<file path="config.mk">
export PLATFORM = sky130hd
export DESIGN_NAME = pps_window_counter
export DESIGN_NICKNAME = d
export VERILOG_FILES = /design/src/rtl/pps_counter_pkg.sv /design/src/rtl/pps_edge_sync.sv /design/src/rtl/pps_window_counter.sv
export SDC_FILE = /design/constraint.sdc
export NUM_CORES = 1
export LEC_CHECK = 0
export CAP_MARGIN = 20
export CORE_MARGIN = 1.5
export CORE_UTILIZATION = 59
export CTS_BUF_LIST = sky130_fd_sc_hd__clkbuf_8 sky130_fd_sc_hd__clkbuf_16
export CTS_CLUSTER_DIAMETER = 30
export CTS_CLUSTER_SIZE = 12
export DETAILED_ROUTE_END_ITERATION = 8
export HOLD_SLACK_MARGIN = 0.1
export PLACE_DENSITY = 0.85
export SYNTH_ARGS = -nofsm -noshare
export SYNTH_HDL_FRONTEND = slang
export SYNTH_SLANG_ARGS = --single-unit
</file>
<file path="constraint.sdc">
create_clock -name system_clk -period 5.6 [get_ports system_clk]
set_input_delay 0.56 -clock system_clk [delete_from_list [all_inputs] [get_ports system_clk]]
set_output_delay 0.56 -clock system_clk [all_outputs]
set_load 0.03 [all_outputs]
</file>
<file path="src/rtl/pps_counter_pkg.sv">
// Shared types and defaults for the PPS window counter.
// Latency: n/a (types only). Backpressure: n/a.
// Carries the FSM state encoding and the default watchdog limit.
package pps_counter_pkg;

    typedef enum logic {
        IDLE  = 1'b0,
        COUNT = 1'b1
    } state_t;

    // Slightly more than one PPS period at a 100 MHz system clock.
    localparam int unsigned DEFAULT_TIMEOUT_CYCLES = 110_000_000;

endpackage

</file>
<file path="src/rtl/pps_edge_sync.sv">
// Synchronises the asynchronous PPS pin and emits a one-cycle strobe on its rising edge.
// Latency: pps_in rise to pps_edge is SYNC_STAGES+1 cycles. Backpressure: none, free-running.
// A pulse shorter than one system_clk period may be missed.
module pps_edge_sync #(
    parameter int SYNC_STAGES = 3
) (
    input  logic system_clk,
    input  logic rst,
    input  logic pps_in,
    output logic pps_edge
);

    logic [SYNC_STAGES-1:0] sync_q;
    logic                   prev_q;

    // The strobe is registered so downstream logic sees a clean one-cycle pulse.
    always_ff @(posedge system_clk) begin
        if (rst) begin
            sync_q   <= '0;
            prev_q   <= 1'b0;
            pps_edge <= 1'b0;
        end else begin
            sync_q   <= {sync_q[SYNC_STAGES-2:0], pps_in};
            prev_q   <= sync_q[SYNC_STAGES-1];
            pps_edge <= sync_q[SYNC_STAGES-1] & ~prev_q;
        end
    end

endmodule

</file>
<file path="src/rtl/pps_window_counter.sv">
// Counts system_clk cycles over window_len+1 PPS periods and latches the total with a valid/ack handshake.
// Latency: edge strobe to result/result_valid 1 cycle; result_ack to result_valid low 1 cycle. Backpressure: none, an unacked result is overwritten and flagged in overrun.
// Optional missing-pulse watchdog enabled by defining PPS_WINDOW_COUNTER_WATCHDOG_EN.
module pps_window_counter
    import pps_counter_pkg::*;
#(
    parameter int          COUNTERWIDTH   = 32,
    parameter int          WINDOWWIDTH    = 5,
    parameter int          SYNC_STAGES    = 3,
    parameter int unsigned TIMEOUT_CYCLES = DEFAULT_TIMEOUT_CYCLES
) (
    input  logic                    system_clk,
    input  logic                    rst,
    input  logic                    pps_in,
    input  logic [WINDOWWIDTH-1:0]  window_len,
    output logic [COUNTERWIDTH-1:0] result,
    output logic                    result_valid,
    input  logic                    result_ack,
    output logic                    saturated,
    output logic                    overrun,
    output logic                    pps_lost,
    output logic                    armed
);

    localparam logic [COUNTERWIDTH-1:0] CNT_MAX = '1;
    localparam logic [COUNTERWIDTH-1:0] CNT_ONE = COUNTERWIDTH'(1);

    if (SYNC_STAGES < 2 || TIMEOUT_CYCLES < 2) begin : g_param_check
        $error("pps_window_counter: SYNC_STAGES must be >= 2 and TIMEOUT_CYCLES >= 2");
    end

    state_t                  state_q, state_d;
    logic [COUNTERWIDTH-1:0] count_q;
    logic [WINDOWWIDTH-1:0]  edges_q;
    logic [WINDOWWIDTH-1:0]  target_q;
    logic                    sat_q;
    logic                    pps_edge;
    logic                    latch;
    logic                    timeout;

    pps_edge_sync #(
        .SYNC_STAGES (SYNC_STAGES)
    ) u_edge_sync (
        .system_clk (system_clk),
        .rst        (rst),
        .pps_in     (pps_in),
        .pps_edge   (pps_edge)
    );

`ifdef PPS_WINDOW_COUNTER_WATCHDOG_EN
    localparam int SILENCE_W = $clog2(TIMEOUT_CYCLES + 1);

    logic [SILENCE_W-1:0] silence_q;
    logic                 lost_q;

    // silence_q equals cycles since the last edge, so the timeout lands exactly TIMEOUT_CYCLES after it.
    assign timeout  = (state_q == COUNT) && !pps_edge
                      && (silence_q == SILENCE_W'(TIMEOUT_CYCLES - 1));
    assign pps_lost = lost_q;
`else
    assign timeout  = 1'b0;
    assign pps_lost = 1'b0;
`endif

    assign armed = (state_q == COUNT);

    always_comb begin
        state_d = state_q;
        latch   = 1'b0;
        case (state_q)
            IDLE: begin
                if (pps_edge) state_d = COUNT;
            end
            COUNT: begin
                if (pps_edge && (edges_q == target_q)) latch = 1'b1;
                if (timeout) state_d = IDLE;
            end
            default: state_d = IDLE;
        endcase
    end

    always_ff @(posedge system_clk) begin
        if (rst) begin
            state_q      <= IDLE;
            count_q      <= '0;
            edges_q      <= '0;
            target_q     <= '0;
            sat_q        <= 1'b0;
            result       <= '0;
            result_valid <= 1'b0;
            saturated    <= 1'b0;
            overrun      <= 1'b0;
`ifdef PPS_WINDOW_COUNTER_WATCHDOG_EN
            silence_q    <= '0;
            lost_q       <= 1'b0;
`endif
        end else begin
            state_q <= state_d;

            if (state_q == IDLE) begin
                if (pps_edge) begin
                    count_q  <= CNT_ONE;
                    edges_q  <= '0;
                    target_q <= window_len;
                    sat_q    <= 1'b0;
                end
            end else if (latch) begin
                result       <= count_q;
                saturated    <= sat_q;
                result_valid <= 1'b1;
                overrun      <= result_valid && !result_ack;
                count_q      <= CNT_ONE;
                edges_q      <= '0;
                sat_q        <= 1'b0;
                target_q     <= window_len;
            end else if (!timeout) begin
                // Hold at all-ones and remember that the window total was clipped.
                if (count_q == CNT_MAX) sat_q <= 1'b1;
                else                    count_q <= count_q + 1'b1;
                if (pps_edge) edges_q <= edges_q + 1'b1;
            end

            if (result_ack && !latch) begin
                result_valid <= 1'b0;
                overrun      <= 1'b0;
            end

`ifdef PPS_WINDOW_COUNTER_WATCHDOG_EN
            if (pps_edge) begin
                silence_q <= SILENCE_W'(1);
                lost_q    <= 1'b0;
            end else if (state_q == COUNT) begin
                silence_q <= silence_q + 1'b1;
            end
            if (timeout) lost_q <= 1'b1;
`endif
        end
    end

endmodule

</file>
After elaboration in Yosys (flattened, before gate mapping) --
Index checks and enable logic that the tools add are counted.
Storage, ports and cells: register bits 84, latch bits 0, bits in writable memories 0, ROM bits 0, bits of input ports 9, output and inout bits 37, logic and storage cells 54, memories kept 0
Operators by class: add/sub/neg operators 2, multipliers 0, divide/modulo/power cells 0, order comparisons 0, equal/unequal tests 5, shift operators 0, multiplexer cells 19, bitwise operators 3, reduce and logical (&&, ||, !) cells 13
Operators with widths (number):
- two-way mux 32 bit | 4
- two-way mux 5 bit | 7
- adder 32 x 1 -> 32 bit, second input constant | 1
- == test 32 bit, second input constant | 1
- AND reduction 2 bit | 5
- two-way mux 1 bit | 7
- adder 5 x 1 -> 5 bit, second input constant | 1
- == test 5 bit | 1
- nonzero test 2 bit | 2
- logical AND 1 bit | 3
- != test 3 x 1 -> 1 bit, second input constant | 1
- != test 3 bit, second input constant | 1
- zero test 1 bit | 2
- != test 2 x 1 -> 1 bit, second input constant | 1
- NOT 1 bit | 2
- case mux 1 bit (2 select lines) | 1
- OR reduction 2 bit | 1
- AND 1 bit | 1

Longest topological paths before layout --
depth after elaboration 7, mapped depth 8

Hierarchy --
From an unflattened synthesis, not the netlist that was laid out.
Second synthesis, totals: cells, all modules 450, area total of the unflattened synthesis 3898.7 um^2
By module, submodules not included:
- pps_window_counter | times used 1, cells each 440, area an instance 3761.1 um^2, sequential area each 1581.5 um^2
- pps_edge_sync | times used 1, cells each 10, area an instance 137.6 um^2, sequential area each 100.1 um^2

Worst setup path after synthesis --
No wires, ideal clock.
path type reg-to-reg, from register count_q[0], to register count_q[30], setup time 74 ps, arrival time 2140 ps, required time 5526 ps, setup slack 3386 ps, stages on the path, launching flop included 7, cell sequence dfxtp_1 -> ha_1 -> nand2_1 -> or4_4 -> or4_4 -> o41a_1 -> a31oi_1
On the way: cells in the longest elaborated chain, start to end 4, elaborated cells between the ends (all ways) 7, classes of those cells 1 x add/sub; 2 x eq/ne; 3 x mux; 1 x reduce/logical
RTL lines:
- start, declared | line pps_window_counter.sv:33 | logic [COUNTERWIDTH-1:0] count_q;
- start signal, assigned | line pps_window_counter.sv:119 | else count_q <= count_q + 1'b1;
- adder 32 x 1 -> 32 bit | line pps_window_counter.sv:119
- two-way mux 32 bit | line pps_window_counter.sv:118 | if (count_q == CNT_MAX) sat_q <= 1'b1;
- two-way mux 32 bit | line pps_window_counter.sv:107 | end else if (latch) begin
- two-way mux 32 bit | line pps_window_counter.sv:100 | if (state_q == IDLE) begin
Parallel ways exist; a longest one is shown, timed or not. The select of a mux whose other input is x is not followed. A chain may end at the register's enable or synchronous reset.

Worst setup path in the final report --
from register count_q[0], to register count_q[31]
Same word-level chain as after synthesis.

==> out/metrics.yaml <==
gp_congestion: 0.871
setup_tns_ns: 0
grt_util_all_layers_pct: 28.0
clk_pin_slew_ns: 0.08
max-slew-margin-rel_pct: 36.3
syn_area_sq_um: 3740
syn_area_per_cell_sq_um: 8.10
finalCriticalPeriod_ns: 2.85
htreeDepth: 3
critPathBufInv: 1
cts.sinks: 84
vias: 3536
synth-main-ff-cell: "dfxtp_1"
netlist_instances: 462
drt_pre_antenna_iters: 5
antenna_cells: 0
final_common_cell: "dfxtp_1"
peakVddDrop_mv: 0.180
crit_type: "reg2reg"
drv_cap: 0
synth_nets: 473
finalHoldWorstSlack_ns: 0.391
yosysUniqueCellTypes: 47
fin_total_pwr_w: 0.00103
drt_iter0_drc: 406
start_kind: "register"
drc_errors: 0
grt_overflow: 0
rows: 28
insertion_delay_ns: 0.35
path_cells: "ha_1 -> nand2_1 -> nor4_2 -> and3_1 -> a21oi_1 -> buf_4 -> a31oi_1"
post_drt_wl_per_cell_um: 15.6
cp_slowest_stage_delay_ns: 0.67
grt_max_degree: 56
post_cts_buffers: 0
dpl.hpwl_um: 5880
dieHeight_um: 82.6
holdCritPathClass: "reg2reg"
layout_common_cells: "84 x dfxtp_1, 82 x nand2_1, 50 x a21oi_1, 43 x clkdlybuf4s50_1, 32 x a31oi_1"
setup_violations: 0
synth-seq-cells: 84
synth_seq_area_share_pct: 44.9
grt_pass1_wl_um: 14600
max_freq_mhz: 351
routed_via_density: 6.19
rsz0062_at_grt: "false"
numCtsBuffers: 9
final.setup_skew_ns: 0.00878
drive_gt1_share_pct: 6.05
leakagePower_nw: 1.48
cp_top_family: "simple AND/OR/NAND/NOR gates"
numPortBuffers: 44
multiInputGateArea_sq_um: 1900
grt_pass1_vias: 3180
die-area_sq_um: 6830
cp.required_ns: 5.88
fin_crit_sh_pct: 50.8
cts_tree: "done"
ios: 46
grt_antenna_before_repair: 0
critical_path_arrival_ns: 3.13
crit_slowest_cell: "nor4_2"
initial_utilization_pct: 62.1
ant_nets: 0
ctsResizeCount: 0
critical_path.endpoint_type: "register"
power_density_nw_per_um2: 237
final_max_slew_viol_count: 0
ys_warn_count: 0
n_fill_cell: 490
die_w_um: 82.6
final_hold_viol_count: 0
cts_hold_buffers: 0
synth_edf_count: 0
seqCellArea_sq_um: 1680
outcome: "complete, no violations"
coreArea_sq_um: 6030
synth_async_sr_flop_share_pct: 0
clk_path_buf_depth: 2
area_growth_pct: 16.7
nets: 503
tightest_slew_ns: 0.950
routed_wirelength_um: 8880
path_max_fanout: 11
cts-root-buf: "clkbuf_8"
per-layer routing:
layer | vias to the layer above | wire length [um] | GRT usage [%]
met2 | 154 | 4220 | 45.9
met1 | 1640 | 3860 | 35.7
met5 | - | 0 | 0
li1 | 1717 | - | -
met4 | 0 | 227 | 13.3
met3 | 25 | 582 | 4.73
where the power goes:
| group | switching (W) | total (W) | leakage (nW) | internal, W |
|---|---|---|---|---|
| Combinational | 0.0000247 | 0.0000413 | 0.707 | 0.0000166 |
| Clock | 0.000201 | 0.000379 | 0.0976 | 0.000178 |
| Sequential | 0.00000985 | 0.000614 | 0.678 | 0.000604 |
| Total | 0.000235 | 0.00103 | 1.48 | 0.000799 |
metrics by stage:
stage	utilization, %	area (sq um)	std cells	worst slack [ns]
floorplan	-	3740	462	3.39
global placement	69.4	4180	554	2.30
detailed placement	69.5	4190	555	2.56
CTS	72.3	4360	570	2.80
global route	72.5	4370	571	2.52
finish	72.5	4370	571	2.75
flip-flops by register name, indices dropped and copies added (netlist names):
name and flops:
result 32, target_q 5, result_valid 1, u_edge_sync.pps_edge 1, count_q 32, saturated 1, u_edge_sync.prev_q 1, armed 1
u_edge_sync.sync_q 3, edges_q 5, sat_q 1, overrun 1
final timing paths:
path | startpoint | endpoint | slack [ns] | cells after the start
worst max-delay path | count_q[0] | count_q[31] | 2.75 | 7
worst min-delay path | u_edge_sync.prev_q | u_edge_sync.pps_edge | 0.39 | 1
worst max register to register | count_q[0] | count_q[31] | 2.75 | 7
worst min register to register | u_edge_sync.prev_q | u_edge_sync.pps_edge | 0.39 | 1
layout make-up:
type | count | share of cell area, %
Multi-Input combinational cell | 336 | 43.5
Sequential cell | 84 | 38.5
Timing Repair Buffer | 49 | 10.9
Clock buffer | 11 | 3.47
Tap cell | 75 | 2.15
Inverter | 12 | 1.03
Clock inverter | 4 | 0.401
Yosys cell counts, types with 7 or more instances:
master    count  area, sq um
nor2_1       21         78.8
o21ai_0      10         50.1
and3_1        7         43.8
a31oi_1      32          200
dfxtp_1      84         1680
clkbuf_1     27          101
nor2b_1       8         50.1
inv_1        12         45.0
mux2i_1       7         70.1
nand4_1      14         87.6
nand2_1      82          308
a21oi_1      51          255
nand3_1      22          110
cells by family (layout without fill, tap and decap cells):
family	after synthesis	count (layout)	share of synthesized area, %
buffers and inverters	42	76	4.35
and+or+nand+nor	192	192	25.5
AOI/OAI and AO/OA	127	127	20.9
other	1	1	0.100
DFF	84	84	44.9
adders and majority gates	2	2	0.669
muxes	7	7	1.87
xor gates and xnor gates	7	7	1.64
No activity file was read; power rests on OpenSTA's default activity.
==> variant, RTL diff (same settings) <==
`SYNC_STAGES` is set to 3 in 2 places; all go to 2.
--- a/src/rtl/pps_edge_sync.sv
+++ b/src/rtl/pps_edge_sync.sv
@@ -3,5 +3,5 @@
 // A pulse shorter than one system_clk period may be missed.
 module pps_edge_sync #(
-    parameter int SYNC_STAGES = 3
+    parameter int SYNC_STAGES = 2
 ) (
     input  logic system_clk,
--- a/src/rtl/pps_window_counter.sv
+++ b/src/rtl/pps_window_counter.sv
@@ -7,5 +7,5 @@
     parameter int          COUNTERWIDTH   = 32,
     parameter int          WINDOWWIDTH    = 5,
-    parameter int          SYNC_STAGES    = 3,
+    parameter int          SYNC_STAGES    = 2,
     parameter int unsigned TIMEOUT_CYCLES = DEFAULT_TIMEOUT_CYCLES
 ) (
Function: changed (a bounded check fails within 10 cycles, from zero or initial values and one cycle with rst high).
==> variant against the original RTL <==
  * Worst setup slack worse by 0.083 ns
  * Sequential cell count down 1
  * Global-route usage up 1.2 points
  * Area after synthesis down 0.64%
  * Final cell count down 0.18%
  * Largest power group unchanged
  * Clock power about the same
  * Design area down 0.43%
  * Clock skew up 0.00077 ns
  * Routed wire length up 3.3%
  * Sequential share of layout area down 0.29 points
  * Total power down 0.94%
==> variant: results (changes against the original RTL) <==
Yosys cell types = 45 (-4.3%)
Final net count = 501 (-0.40%)
Slew Limit Fails = 0 (unchanged)
Vias in the first global route = 3212 (+1.0%)
Max clock buf depth = 2 (unchanged)
Max VDD drop = 0.201 mV (+11%)
Status = finished clean
Clock-pin slew of the registers on the worst-case setup and hold paths = 0.08 ns (about the same)
1st-iter DRT viols = 507 (+25%)
Synth warnings = 0 (unchanged)
CTS root buf = clkbuf_8
Ranking of synthesized cells by area = dfxtp_1 (45%), nand2_1 (9.0%), a21oi_1 (6.7%), a31oi_1 (5.4%), clkbuf_1 (2.7%)
Global Route Usage Sum = 29.2% (+1.2 points)
CP max FO = 19 (+8)
Lkg Pwr = 1.40 nW (-5.3%)
Top Registers = count_q x32, result x32
First drt pass iteration count = 5 (unchanged)
Synth cell count leaders = nand2_1 (89), dfxtp_1 (83), a21oi_1 (50), a31oi_1 (32), clkbuf_1 (27)
GRT Residual Overflow = 0 (unchanged)
First-pass GRT wire length = 15.1 mm (+3.6%)
Largest net degree at the start of global routing = 53 (-5.4%)
CTS Buf Count = 9 (unchanged)
Async set-or-reset flop fraction in the synthesized netlist = 0% (unchanged)
Detailed-route via count = 3561 (+0.71%)
Post-DP HPWL = 6.13 mm (+4.3%)
H-tree depth = 3 (unchanged)
Synthesized Nets = 472 (-0.21%)
Max incr delay on CP = 0.74 ns (+0.07 ns)
Hold WC Path Type = reg2reg
DRT Wirelength = 9.18 mm (+3.3%)
Share of post-route cells with drive strength above 1 = 6.67% (+0.62 points)
RePlAce Congestion = 0.914 (+4.9%)
Worst clock skew = 0.00955 ns (+0.000767 ns)
Post-CTS Repair Setup Buffers = 0 (unchanged)
Worst slew pin tran = 0.909 ns (-0.0415 ns)
IO buf count = 44 (unchanged)
Seq/Total Area, Yosys = 44.7% (-0.25 points)
Slowest CP cell = or4_4
Arrival @ worst endpoint = 3.17 ns (+0.04 ns)
variant: cell types whose count changed in the layout (fill, tap and decap cells not counted), sizes merged, moves of 3 or more:
cell	change
and4	+4
inv	-5
mux2i	-6
nand2	+7
nand3	-5
nand4	-4
nor2	-3
nor2b	-4
nor3	+4
o21ai	+6
xnor2	+4
xor2	-3
variant: logic make-up (layout without fill, tap and decap cells):
kind of cell / count (synthesis) / after routing / synth area share [%]
simple gates: 196 / 196 / 26.3
compound gates: 131 / 131 / 21.6
flops: 83 / 83 / 44.7
buf+inv: 39 / 73 / 4.51
xor+xnor: 8 / 8 / 1.88
fa+ha+maj: 2 / 2 / 0.673
other cells: 1 / 1 / 0.101
mux: 1 / 1 / 0.269
variant: area by class of cell:
cell class / count / area [um2]
Multi-Input combinational cell: 339 / 1900
Sequential cell: 83 / 1660
Fill cell: 467 / 1640
Timing Repair Buffer: 51 / 500
Clock buffer: 11 / 151
Tap cell: 75 / 93.8
Inverter: 6 / 22.5
Clock inverter: 5 / 21.3
variant: worst paths after layout:
kind                            cells after the start          startpoint              endpoint  slack [ns]
worst min-delay path                                1  u_edge_sync.prev_q  u_edge_sync.pps_edge        0.40
worst min register to register                      1  u_edge_sync.prev_q  u_edge_sync.pps_edge        0.40
worst max-delay path                                6          count_q[0]            count_q[7]        2.67
worst max register to register                      6          count_q[0]            count_q[7]        2.67
variant: per-layer routing:
metal	routed length, um	share of wire [%]	vias up	GRT usage, %
met5	0	0	-	0
met4	144	1.6	0	12.7
met3	647	7.1	16	5.05
met2	4450	48	161	46.9
met1	3940	43	1661	38.5
li1	-	-	1723	-
variant: critical path, delay by kind of cell (launching register included):
| kind | cells | cell delay (ns) |
|---|---|---|
| AOI/OAI and AO/OA | 1 | 0.30 |
| and+or+nand+nor | 4 | 1.81 |
| DFF | 1 | 0.44 |
| adders and majority gates | 1 | 0.26 |
variant: through the flow:
stage                     utilization, %  cells  area (um2)  hold WS [ns]  setup slack [ns]
after floorplan                        -    461        3720         0.367              3.00
after global placement              69.3    552        4150         0.375              2.82
after detailed placement            69.3    552        4150         0.390              2.72
after CTS                           72.2    568        4330         0.401              2.70
after global routing                72.6    570        4350         0.401              2.52
final                               72.6    570        4350         0.399              2.67
variant: report_power, final:
part	internal [mW]	leakage [nW]	switching, mW
combinational	0.0172	0.631	0.0287
sequential	0.595	0.670	0.00506
clock	0.179	0.103	0.200
total	0.791	1.40	0.234
